--- config.mk ---
export PLATFORM = sky130hd
export DESIGN_NAME = decodificador_comando_peso
export DESIGN_NICKNAME = d
export VERILOG_FILES = /design/src/rtl/decodificador_pkg.sv /design/src/rtl/contador_timeout.sv /design/src/rtl/decodificador_comando_peso.sv
export SDC_FILE = /design/constraint.sdc
export NUM_CORES = 1
export LEC_CHECK = 0
export BUFFER_PORTS_ARGS = -buffer_cell sky130_fd_sc_hd__buf_2
export CORE_MARGIN = 3
export CORE_UTILIZATION = 50
export CTS_BUF_LIST = sky130_fd_sc_hd__clkbuf_16
export CTS_CLUSTER_DIAMETER = 30
export CTS_CLUSTER_SIZE = 10
export DETAILED_ROUTE_END_ITERATION = 10
export PLACE_DENSITY = 0.68
export SLEW_MARGIN = 20
export SYNTH_ARGS = -nofsm -noshare
export SYNTH_HDL_FRONTEND = slang
export SYNTH_SLANG_ARGS = --single-unit
--- constraint.sdc ---
create_clock -name clock -period 4.65 [get_ports clock]
set_input_delay 0.93 -clock clock [delete_from_list [all_inputs] [get_ports clock]]
set_output_delay 0.93 -clock clock [all_outputs]
set_load 0.1 [all_outputs]
--- src/rtl/decodificador_pkg.sv ---
// rtl/decodificador_pkg.sv - shared states, ASCII limits and BCD helpers for the weight command decoder
package decodificador_pkg;

    localparam int         LARGURA_PESO = 7;
    localparam logic [7:0] ASCII_0      = 8'h30;
    localparam logic [7:0] ASCII_9      = 8'h39;

    typedef enum logic [3:0] {
        ESPERA_CMD = 4'd0,
        MIN_D      = 4'd1,
        MIN_U      = 4'd2,
        MAX_D      = 4'd3,
        MAX_U      = 4'd4,
        ATUAL_D    = 4'd5,
        ATUAL_U    = 4'd6,
        CONFIRMA   = 4'd7
    } estado_t;

    function automatic logic eh_digito(input logic [7:0] b);
        return (b >= ASCII_0) && (b <= ASCII_9);
    endfunction

    // 9*10+9 = 99 fits in 7 bits, so no widening is needed
    function automatic logic [LARGURA_PESO-1:0] bcd_para_bin(input logic [3:0] dez,
                                                             input logic [3:0] uni);
        return ({3'b000, dez} * 7'd10) + {3'b000, uni};
    endfunction

endpackage

--- src/rtl/contador_timeout.sv ---
// rtl/contador_timeout.sv - idle-cycle counter raising a one-cycle overflow pulse at LIMITE
module contador_timeout #(
    parameter int LIMITE = 86800
) (
    input  logic clock,
    input  logic reset,
    input  logic clear,
    input  logic enable,
    output logic estouro
);

    localparam int W = $clog2(LIMITE + 1);

    logic [W-1:0] r_cont;

    // A clear in the same cycle suppresses the pulse, so a late byte beats the timeout
    assign estouro = enable && !clear && (r_cont == W'(LIMITE - 1));

    always_ff @(posedge clock or posedge reset) begin
        if (reset) begin
            r_cont <= '0;
        end else if (clear || estouro) begin
            r_cont <= '0;
        end else if (enable) begin
            r_cont <= r_cont + W'(1);
        end
    end

endmodule

--- src/rtl/decodificador_comando_peso.sv ---
// rtl/decodificador_comando_peso.sv - parses CMD + six ASCII digits into min/max/current weights; DECOD_PESO_CHECA_FAIXA_EN rejects min > max
module decodificador_comando_peso
    import decodificador_pkg::*;
#(
    parameter logic [7:0] CMD_BYTE       = 8'h30,
    parameter int         TIMEOUT_CICLOS = 86800
) (
    input  logic                    clock,
    input  logic                    reset,
    input  logic [7:0]              dado_recebido,
    input  logic                    pronto_rx,
    output logic [LARGURA_PESO-1:0] peso_min,
    output logic [LARGURA_PESO-1:0] peso_max,
    output logic [LARGURA_PESO-1:0] peso_atual,
    output logic                    novo_dado,
    output logic                    alarme,
    output logic                    erro,
    output logic [3:0]              db_estado
);

    estado_t                 r_estado;
    logic [3:0]              r_min_d, r_min_u, r_max_d, r_max_u, r_atual_d, r_atual_u;
    logic [LARGURA_PESO-1:0] r_min, r_max, r_atual;
    logic                    r_novo, r_erro, r_alarme;
    logic [LARGURA_PESO-1:0] w_min_sh, w_max_sh, w_atual_sh;
    logic                    w_estouro;
    logic                    w_ocioso;

    assign w_ocioso   = (r_estado == ESPERA_CMD);
    assign w_min_sh   = bcd_para_bin(r_min_d, r_min_u);
    assign w_max_sh   = bcd_para_bin(r_max_d, r_max_u);
    assign w_atual_sh = bcd_para_bin(r_atual_d, r_atual_u);

    contador_timeout #(.LIMITE(TIMEOUT_CICLOS)) u_timeout (
        .clock   (clock),
        .reset   (reset),
        .clear   (pronto_rx || w_ocioso),
        .enable  (!w_ocioso),
        .estouro (w_estouro)
    );

    always_ff @(posedge clock or posedge reset) begin
        if (reset) begin
            r_estado  <= ESPERA_CMD;
            r_min_d   <= '0;
            r_min_u   <= '0;
            r_max_d   <= '0;
            r_max_u   <= '0;
            r_atual_d <= '0;
            r_atual_u <= '0;
            r_min     <= '0;
            r_max     <= '0;
            r_atual   <= '0;
            r_novo    <= 1'b0;
            r_erro    <= 1'b0;
        end else begin
            r_novo <= 1'b0;
            r_erro <= 1'b0;
            case (r_estado)
                ESPERA_CMD: begin
                    if (pronto_rx && dado_recebido == CMD_BYTE) begin
                        r_estado <= MIN_D;
                    end
                end
                CONFIRMA: begin
`ifdef DECOD_PESO_CHECA_FAIXA_EN
                    if (w_min_sh > w_max_sh) begin
                        r_erro <= 1'b1;
                    end else begin
                        r_min   <= w_min_sh;
                        r_max   <= w_max_sh;
                        r_atual <= w_atual_sh;
                        r_novo  <= 1'b1;
                    end
`else
                    r_min   <= w_min_sh;
                    r_max   <= w_max_sh;
                    r_atual <= w_atual_sh;
                    r_novo  <= 1'b1;
`endif
                    r_estado <= ESPERA_CMD;
                end
                default: begin
                    if (pronto_rx) begin
                        if (eh_digito(dado_recebido)) begin
                            // Low nibble of '0'..'9' is already the digit value
                            case (r_estado)
                                MIN_D:   r_min_d   <= dado_recebido[3:0];
                                MIN_U:   r_min_u   <= dado_recebido[3:0];
                                MAX_D:   r_max_d   <= dado_recebido[3:0];
                                MAX_U:   r_max_u   <= dado_recebido[3:0];
                                ATUAL_D: r_atual_d <= dado_recebido[3:0];
                                ATUAL_U: r_atual_u <= dado_recebido[3:0];
                                default: ;
                            endcase
                            r_estado <= estado_t'(r_estado + 4'd1);
                        end else begin
                            r_erro    <= 1'b1;
                            r_estado  <= ESPERA_CMD;
                            r_min_d   <= '0;
                            r_min_u   <= '0;
                            r_max_d   <= '0;
                            r_max_u   <= '0;
                            r_atual_d <= '0;
                            r_atual_u <= '0;
                        end
                    end else if (w_estouro) begin
                        r_erro   <= 1'b1;
                        r_estado <= ESPERA_CMD;
                    end
                end
            endcase
        end
    end

    always_ff @(posedge clock or posedge reset) begin
        if (reset) begin
            r_alarme <= 1'b0;
        end else begin
            r_alarme <= (r_atual < r_min) || (r_atual > r_max);
        end
    end

    assign peso_min   = r_min;
    assign peso_max   = r_max;
    assign peso_atual = r_atual;
    assign novo_dado  = r_novo;
    assign erro       = r_erro;
    assign alarme     = r_alarme;
    assign db_estado  = r_estado;

endmodule

==> results_tabular.tex <==
\begin{tabular}{lr}
\hline
Metric & Value \\
\hline
\multicolumn{2}{l}{\textbf{Synthesis}} \\
\quad Fraction of registers with async set/reset & between 90\% and 100\% \\
\quad Number of instances in the synthesized netlist & 372 \\
\quad Post-Syn Nets & about 430 \\
\quad Count of warnings emitted by yosys & 0 \\
\quad Sequential fraction of the synthesis area & 44.9\% \\
\quad Post-synthesis instance area & about 0.0038 sq mm \\
\quad Top FF cell, synth & dfrtp\_1 \\
\quad Distinct cell type count after synthesis & 43 \\
\quad Synthesized area per cell & 10.3 sq um \\
\quad Number of synthesized flops with an enable pin & 0 \\
\quad \#FFs+latches synth & between 60 and 70 \\
\multicolumn{2}{l}{\textbf{Finish}} \\
\quad Post-route standard cell area excluding fillers & 0.00441 sq mm \\
\quad Number of antenna diodes & 0 \\
\quad Syn-to-layout area delta & 14.5\% \\
\quad Count of nets after finishing & $\sim$470 \\
\quad Fraction of final layout cells sized beyond drive strength 1 & roughly 15\% \\
\quad Final core utilization & 59.8\% \\
\quad Final non-filler cell total & around 520 \\
\multicolumn{2}{l}{\textbf{STA}} \\
\quad Number of hold violations in the final report & 0 \\
\quad RSZ-0062 raised after global routing & no \\
\quad Setup Skew & about 0.0044 ns \\
\quad Transition time of the tightest slew-check pin & approximately 0.95 ns \\
\quad Maximum clock frequency & 388 MHz \\
\quad Count of pins over their slew limit & 0 \\
\quad Period utilisation layout & $\sim$55\% \\
\quad Worst setup slack after layout & 2.07 ns \\
\quad Final setup fails & 0 \\
\quad Min Clock Period, post-route & between 2 and 3 ns \\
\quad Relative slew margins & 36.4\% \\
\quad Setup TNS Final & 0 ns \\
\multicolumn{2}{l}{\textbf{Clock tree}} \\
\quad Number of clock buffers inserted by TritonCTS & 9 \\
\quad Clk Tree Root Cell & clkbuf\_16 \\
\quad Number of levels the H-tree was split into & 3 \\
\quad Worst-skew pair later-pin latency & 0.33 ns \\
\quad Sinks on the clock net & just under 70 \\
\quad Hold Buf Count CTS & 0 \\
\quad Number of buffers inserted to repair setup after CTS & 0 \\
\quad Clock-pin slew on the worst setup and hold paths & around 0.06 ns \\
\quad Clock Path Buffers & 2 \\
\quad Resize count post-CTS & 0 \\
\quad Clock tree from TritonCTS & yes \\
\multicolumn{2}{l}{\textbf{Floorplan}} \\
\quad Area enclosed by the die boundary & around 0.009 sq mm \\
\quad Num rows & 31 \\
\quad Die Span Y & 93.7 um \\
\quad Effective utilization at floorplan & between 50\% and 60\% \\
\quad Width of the die & approximately 94 um \\
\quad Core Area & roughly 0.0074 sq mm \\
\quad Top Ports & 39 \\
\multicolumn{2}{l}{\textbf{Pwr}} \\
\quad Maximum vdd drop & about 0.00023 V \\
\quad PD cells & 334 mW/mm\^{}2 \\
\quad LEAKAGE & around 2.2 nW \\
\multicolumn{2}{l}{\textbf{Routing}} \\
\quad DR pass1 iterations & 4 \\
\quad Total via count in the routed design & 2768 \\
\quad Number of DRC markers after the initial detailed-route iteration & 79 \\
\quad Via-to-Cell Ratio & around 5.3 \\
\quad DRC viols & 0 \\
\quad Wire length per cell & around 15 um \\
\quad Number of nets with antenna violations after routing & 0 \\
\quad Final wirelength & between 7 and 8 mm \\
\multicolumn{2}{l}{\textbf{Status}} \\
\quad Status & finished, final reports clean \\
\multicolumn{2}{l}{\textbf{Placed design}} \\
\quad Worst setup slack before clock tree synthesis & between 2 and 2.5 ns \\
\quad Number of port buffers & 38 \\
\quad Routability congestion estimate from global placement & between 0.8 and 0.9 \\
\quad Placed wire-length estimate & between 5 and 6 mm \\
\quad Placed Area & a little over 0.004 sq mm \\
\quad Post-Place Cells & between 500 and 600 \\
\multicolumn{2}{l}{\textbf{Global routing}} \\
\quad Antenna violations before repair & 0 \\
\quad Remaining global-route overflow & 0 \\
\quad Global routing usage summed across all routing layers & about a fifth \\
\quad Via count of the first global-routing pass & approximately 2700 \\
\quad Global-route wire length before repair & 13.2 mm \\
\quad Pin count of the biggest net entering global routing & 41 \\
\multicolumn{2}{l}{\textbf{Setup path}} \\
\quad CP Capture Type & register \\
\quad Arrival time worst endpoint & roughly 2.8 ns \\
\quad Worst Setup Path Type & register to register \\
\quad Sort of element at the start of the critical path & register \\
\quad Worst endpoint required time & just under 5 ns \\
\quad Crit-path max FO & 32 \\
\multicolumn{2}{l}{\textbf{Flow run}} \\
\quad Max-cap violations & 0 \\
\multicolumn{2}{l}{\textbf{Worst hold path}} \\
\quad Worst min-delay path class & register to register \\
\hline
\end{tabular}
==> registers in the layout, indices dropped and copies added (netlist names) <==
register / cells
r_max_d: 4
r_min_u: 4
peso_atual: 7
peso_max: 7
r_max_u: 4
novo_dado: 1
peso_min: 7
r_atual_d: 4
alarme: 1
r_atual_u: 4
erro: 1
db_estado: 4
u_timeout.r_cont: 17
r_min_d: 4
==> layer usage <==
metal	up-vias	part of all wire (%)	wire [um]	GRT usage, %
met1	1331	48	3680	25.7
met3	10	3.2	246	2.88
met5	-	0	0	0
met4	0	1.7	128	6.98
met2	47	47	3640	31.3
li1	1380	-	-	-
==> where the power goes <==
group	total, mW	switching [mW]	internal (mW)	leakage, nW
registers	0.627	0.0152	0.612	0.961
clock network	0.664	0.253	0.412	0.143
logic	0.179	0.134	0.0449	1.07
total	1.47	0.402	1.07	2.18
==> worst paths after layout <==
path,start,to,slack (ns),cells past startpoint
max reg2reg,db_estado[0]$_DFFE_PP0P_,db_estado[0]$_DFFE_PP0P_,2.07,5
max in group asynchronous,reset,r_atual_d[2]$_DFFE_PP0P_,3.03,3
max,db_estado[0]$_DFFE_PP0P_,db_estado[0]$_DFFE_PP0P_,2.07,5
min reg2reg,u_timeout.r_cont[0]$_DFFE_PP0P_,u_timeout.r_cont[0]$_DFFE_PP0P_,0.49,1
min in group asynchronous,reset,r_max_d[2]$_DFFE_PP0P_,0.68,2
min,u_timeout.r_cont[0]$_DFFE_PP0P_,u_timeout.r_cont[0]$_DFFE_PP0P_,0.49,1
==> worst max-delay path, stage by stage (launching register included) <==
cell	delay, ns
dfrtp_1	0.47
ha_1	0.29
nand2_1	0.71
clkinv_1	0.55
a2bb2oi_1	0.27
o22a_1	0.18
==> metrics by stage <==
stage	hold slack [ns]	power [mW]
floorplan	0.444	0.784
detailed placement	0.477	0.818
global placement	0.467	0.815
CTS	0.486	1.48
finish	0.487	1.47
global route	0.511	1.53
==> layout by cell type, fill, tap and decap left out, types with 2 or more instances in the layout <==
cell type	instances
and3_1	3
nand3_1	8
nand4_1	4
buf_2	38
mux2_2	4
a21oi_1	10
nor2b_1	4
a21o_1	6
o21ai_0	29
ha_1	36
a211oi_1	2
nor2_1	22
nor3_1	6
xnor2_1	15
xor2_1	15
clkbuf_16	9
fa_1	6
a22o_1	4
dfrtp_1	69
and4_1	3
clkinvlp_4	2
o22a_1	2
and2_1	4
inv_1	33
clkinv_2	2
nand2b_1	2
nand2_1	41
o2bb2ai_1	21
==> cells by family (layout without fill, tap and decap cells) <==
family | after synthesis | in the layout | share of synthesized area (%)
and+or+nand+nor | 103 | 103 | 12.9
adders and majority gates | 42 | 42 | 14.8
DFF | 69 | 69 | 44.9
xor gates and xnor gates | 30 | 30 | 6.83
buffers and inverters | 42 | 89 | 4.75
AOI/OAI and AO/OA | 81 | 81 | 14.4
muxes | 5 | 5 | 1.43
==> Yosys cell counts, types with 2 or more instances <==
cell	n	area, sq um
xnor2_1	15	131
fa_1	6	120
o21ai_0	29	145
nand2_1	41	154
buf_2	2	10.0
and3_1	3	18.8
a21o_1	6	45.0
ha_1	36	450
nand4_1	4	25.0
nor2_1	22	82.6
o2bb2ai_1	21	184
nand2b_1	2	12.5
mux2_2	4	45.0
nor3_1	6	30.0
and4_1	3	26.3
dfrtp_1	69	1730
buf_6	2	22.5
a211oi_1	2	15.0
a21oi_1	10	50.1
o22a_1	2	17.5
nor2b_1	4	25.0
clkbuf_1	2	7.51
xor2_1	15	131
a22o_1	4	35.0
and2_1	4	25.0
nand3_1	8	40.0
inv_1	33	124
buf_4	2	15.0
==> area by class of cell <==
cell class | instances | area (sq um)
Clock buffer | 9 | 225
Clock inverter | 7 | 67.6
Fill cell | 638 | 2960
Inverter | 34 | 128
Multi-Input combinational cell | 261 | 1940
Sequential cell | 69 | 1730
Tap cell | 99 | 124
Timing Repair Buffer | 39 | 198
No activity file was read; power rests on OpenSTA's default activity.
